File: config.mk
export PLATFORM = sky130hd
export DESIGN_NAME = sysid_regbank
export DESIGN_NICKNAME = d
export VERILOG_FILES = /design/src/rtl/sysid_regbank.sv
export SDC_FILE = /design/constraint.sdc
export NUM_CORES = 1
export LEC_CHECK = 0
export ABC_AREA = 1
export CORE_MARGIN = 8
export CORE_UTILIZATION = 52
export DETAILED_ROUTE_END_ITERATION = 6
export PLACE_DENSITY = 0.76
export SYNTH_ARGS = -nofsm -noshare
export SYNTH_HDL_FRONTEND = slang
export SYNTH_SLANG_ARGS = --single-unit
File: constraint.sdc
create_clock -name clock -period 1.4 [get_ports clock]
set_input_delay 0.28 -clock clock [delete_from_list [all_inputs] [get_ports clock]]
set_output_delay 0.28 -clock clock [all_outputs]
set_load 0.01 [all_outputs]
File: src/rtl/sysid_regbank.sv
// System ID register bank: ID, build timestamp, capabilities, coherent 64-bit
// uptime counter, scratch and control, behind a pipelined Avalon-MM read port.
module sysid_regbank #(
  parameter logic [31:0] ID_VALUE     = 32'h583483B9,
  parameter logic [31:0] TIMESTAMP    = 32'h00000000,
  parameter int          ADDR_WIDTH   = 3,
  parameter int          READ_LATENCY = 1
) (
  input  logic                  clock,
  input  logic                  reset,
  input  logic [ADDR_WIDTH-1:0] address,
  input  logic                  read,
  input  logic                  write,
  input  logic [31:0]           writedata,
  input  logic [3:0]            byteenable,
  output logic [31:0]           readdata,
  output logic                  readdatavalid
);

  generate
    if (ADDR_WIDTH < 3 || ADDR_WIDTH > 8 || READ_LATENCY < 1 || READ_LATENCY > 3) begin : g_bad_param
      $error("sysid_regbank: ADDR_WIDTH must be 3..8 and READ_LATENCY 1..3");
    end
  endgenerate

  localparam logic [2:0] A_ID      = 3'd0;
  localparam logic [2:0] A_TS      = 3'd1;
  localparam logic [2:0] A_CAPS    = 3'd2;
  localparam logic [2:0] A_UP_LO   = 3'd3;
  localparam logic [2:0] A_UP_HI   = 3'd4;
  localparam logic [2:0] A_SCRATCH = 3'd5;
  localparam logic [2:0] A_CONTROL = 3'd6;

  localparam logic [31:0] CAPS_WORD = {16'h0002, 8'd8, 8'(READ_LATENCY)};

  logic [63:0] r_counter;
  logic [31:0] r_hi_shadow;
  logic        r_freeze;

  logic [8:0]  w_addr_ext;
  logic        w_addr_in_map;
  logic [2:0]  w_idx;
  logic        w_rd_accept;
  logic        w_wr_scratch;
  logic        w_wr_ctrl;
  logic        w_clear;
  logic [31:0] w_scratch;
  logic [31:0] w_rd_mux;

  assign w_addr_ext    = 9'(address);
  assign w_addr_in_map = (w_addr_ext < 9'd8);
  assign w_idx         = w_addr_ext[2:0];
  assign w_rd_accept   = read && !write;
  assign w_wr_scratch  = write && w_addr_in_map && (w_idx == A_SCRATCH);
  assign w_wr_ctrl     = write && w_addr_in_map && (w_idx == A_CONTROL) && byteenable[0];
  assign w_clear       = w_wr_ctrl && writedata[0];

  genvar gi;
  generate
    for (gi = 0; gi < 4; gi++) begin : g_scratch_byte
      logic [7:0] r_byte;
      always_ff @(posedge clock) begin
        if (reset) begin
          r_byte <= 8'h00;
        end else if (w_wr_scratch && byteenable[gi]) begin
          r_byte <= writedata[8*gi +: 8];
        end
      end
      assign w_scratch[8*gi +: 8] = r_byte;
    end
  endgenerate

  // Clear beats increment and leaves freeze untouched; freeze is only undone by reset.
  always_ff @(posedge clock) begin
    if (reset) begin
      r_counter   <= 64'd0;
      r_hi_shadow <= 32'd0;
      r_freeze    <= 1'b0;
    end else begin
      if (w_clear) begin
        r_counter <= 64'd0;
      end else if (!r_freeze) begin
        r_counter <= r_counter + 64'd1;
      end
      if (w_clear) begin
        r_hi_shadow <= 32'd0;
      end else if (w_rd_accept && w_addr_in_map && (w_idx == A_UP_LO)) begin
        r_hi_shadow <= r_counter[63:32];
      end
      if (w_wr_ctrl && writedata[1]) begin
        r_freeze <= 1'b1;
      end
    end
  end

  always_comb begin
    w_rd_mux = 32'd0;
    if (w_addr_in_map) begin
      case (w_idx)
        A_ID:      w_rd_mux = ID_VALUE;
        A_TS:      w_rd_mux = TIMESTAMP;
        A_CAPS:    w_rd_mux = CAPS_WORD;
        A_UP_LO:   w_rd_mux = r_counter[31:0];
        A_UP_HI:   w_rd_mux = r_hi_shadow;
        A_SCRATCH: w_rd_mux = w_scratch;
        A_CONTROL: w_rd_mux = {30'd0, r_freeze, 1'b0};
        default:   w_rd_mux = 32'd0;
      endcase
    end
  end

  logic [READ_LATENCY-1:0] r_pipe_vld;
  logic [31:0]             r_pipe_dat [READ_LATENCY];

  // Data is captured at accept time so the returned word reflects the accept cycle.
  always_ff @(posedge clock) begin
    if (reset) begin
      r_pipe_vld <= '0;
      for (int i = 0; i < READ_LATENCY; i++) begin
        r_pipe_dat[i] <= 32'd0;
      end
    end else begin
      r_pipe_vld[0] <= w_rd_accept;
      r_pipe_dat[0] <= w_rd_accept ? w_rd_mux : 32'd0;
      for (int i = 1; i < READ_LATENCY; i++) begin
        r_pipe_vld[i] <= r_pipe_vld[i-1];
        r_pipe_dat[i] <= r_pipe_dat[i-1];
      end
    end
  end

  // Gating with reset suppresses the strobe of a read caught in flight by reset.
  assign readdatavalid = r_pipe_vld[READ_LATENCY-1] && !reset;
  assign readdata      = reset ? 32'd0 : r_pipe_dat[READ_LATENCY-1];

endmodule

==> reports/metrics.yaml <==
outcome: "finished, violations left"
violations: "setup timing"
hold_buffers: 0
slew_viol_final: 0
num_io_pins: 76
setup_ws_ns: -0.2517
drt-initial-drc-count: 945
stdcell_count: 1680
rsz0062_at_grt: "true"
via_per_inst: 5.501
final_cell_mix: "269 x nand2_1, 190 x nor2_1, 169 x buf_4, 135 x inv_1, 133 x dfxtp_1"
n_antenna_cell: 0
syn_to_final_growth_pct: 47.80
critPathMaxFanout: 4
synth_top_area_share_pct: 40.60
critPathKind: "reg -> reg"
gp_congestion: 1.006
fmax_mhz: 605.5
fin_crit_ns: 1.652
design_area_sq_mm: 0.01181
place_hpwl_um: 19730
synth_cell_types: 38
portBuffers: 75
rows: 45
root_buffer: "clkbuf_16"
start_util_pct: 52.94
maxCapViolCount: 0
core_area_sq_mm: 0.01509
clk_latency_ns: 0.45
clockBufferDepth: 2
fin_tns_setup_ns: -7.156
antenna_found_initial: 0
multi_input_area_sq_mm: 0.004679
htreeDepth: 4
grt_max_degree: 38
clock_skew_ns: 0.01164
slew_headroom_pct: 76.06
track_usage_pct: 28.21
syn_area_sq_mm: 0.007989
seq_area_sq_mm: 0.003289
synth.avg_cell_area_sq_um: 6.564
placed_area_sq_mm: 0.01034
yosys_warnings: 0
ys_seq_elements: 162
tightestPinTransition_ns: 0.3591
p_leak_uw: 0.005153
drt_wl_total_um: 29330
critPathLaunchType: "flip-flop"
die_y_um: 140.0
ys_top_cells_by_area: "dfxtp_1 41%, nand2_1 14%, nor2_1 11%"
cts_sinks: 162
num_vias: 9241
hold_viol: 0
final_common_cell: "nand2_1"
pre_cts_ws_ns: -0.5953
syn_inst: 1217
post-route-drc-count: 0
dp.cells: 1623
yosysSeqAreaShare_pct: 40.60
fin_crit_sh_pct: 118.0
nFillCells: 1047
synthesis.nets: 1261
setup_viol: 57
cts_buffers: 17
min_path_type: "in -> reg"
antenna_left: 0
drive_above_1_share_pct: 33.38
end_kind: "flip-flop"
hold_slack_ns: 0.3404
dieArea_sq_mm: 0.01959
drt_first_pass_iters: 6
power_density_mw_per_mm2: 884.5
synth_top_cell_by_area: "dfxtp_1"
peakVddDrop_v: 0.0009212
cts_tree: "yes"
die_w_um: 140.0
arrival_ns: 2.02
routedWlPerCell_um: 17.46
required_ns: 1.77
overflow: 0
nets: 1523
grt_pass1_vias: 8745
grt_pass1_wl_um: 44030
path_clk_slew_ns: 0.07
[final timing paths]
check,startpoint,endpoint,slack (ns),depth (start not counted)
max,r_counter[0],r_counter[35],-0.25,10
min,address[1],r_pipe_dat[0][1],0.34,5
max reg2reg,r_counter[0],r_counter[35],-0.25,10
min reg2reg,r_hi_shadow[0],r_hi_shadow[0],0.46,2
[registers in the layout (all words and copies together) (netlist names)]
signal and cells:
r_counter 64, g_scratch_byte.r_byte 32, r_pipe_dat 32, r_pipe_vld 1
r_freeze 1, r_hi_shadow 32
[synthesized netlist by cell type, drive strengths merged]
master / number
clkinv: 2
o211ai: 16
nand2: 317
xor2: 6
a31oi: 1
inv: 150
o21bai: 6
o21a: 2
and3: 1
dfxtp: 162
nor3: 8
buf: 22
o21ai: 61
nor2: 267
nand3: 83
or2: 2
a21oi: 69
and2: 3
ha: 1
nor3b: 4
clkbuf: 16
nand3b: 1
o22ai: 1
nand4: 16
[logic make-up after synthesis]
| kind of cell | share of synthesized area, % |
|---|---|
| XOR/XNOR | 0.6578 |
| buffers and inverters | 9.538 |
| AND/OR/NAND/NOR | 38.36 |
| adder cells (fa/ha/maj) | 0.1566 |
| flip-flops | 40.60 |
| AO/OA/AOI/OAI | 10.70 |
[layout make-up]
| class | instances | area share, % |
|---|---|---|
| Clock buffer | 18 | 3.719 |
| Clock inverter | 14 | 1.685 |
| Inverter | 152 | 4.959 |
| Multi-Input combinational cell | 865 | 39.63 |
| Sequential cell | 162 | 27.86 |
| Tap cell | 188 | 1.992 |
| Timing Repair Buffer | 281 | 20.15 |
[critical path: stages, from the launching register on]
cell and delay, ns:
dfxtp_4 0.36, buf_6 0.11, nand2_8 0.06, nor2_8 0.16, nand4_1 0.22, nor2_2 0.18
buf_6 0.15, nand2_2 0.06, nand2_1 0.06, nand2_1 0.09, nor2_1 0.14
[layer usage]
| metal | vias to the layer above | global-route usage (%) | wire length (um) |
|---|---|---|---|
| li1 | 4340 | - | - |
| met2 | 492 | 48.09 | 14610 |
| met1 | 4266 | 32.19 | 10680 |
| met5 | - | 0 | 0 |
| met3 | 143 | 6.048 | 2303 |
| met4 | 0 | 16.34 | 1733 |
[per-stage QoR]
stage                     utilization, %  power (uW)
final                              78.25       10440
after global routing               78.25       10700
after CTS                          75.39       10390
after detailed placement           68.56        5358
after global placement             68.56        5344
after floorplan                        -        5046
[timing repair]
action                                  CTS  global route
buffers inserted                         14            15
hold endpoints to repair                  0             0
endpoints found under the setup margin  113           156
pin swaps                                37            53
gates resized for setup                 173           197
[power breakdown]
part,internal (uW),leakage [uW],total (uW),switching [uW]
Clock,3060,0.000314,5110,2050
Combinational,316,0.00352,670,354
Sequential,4640,0.00132,4660,23.6
(Power assumes the default switching activity.)
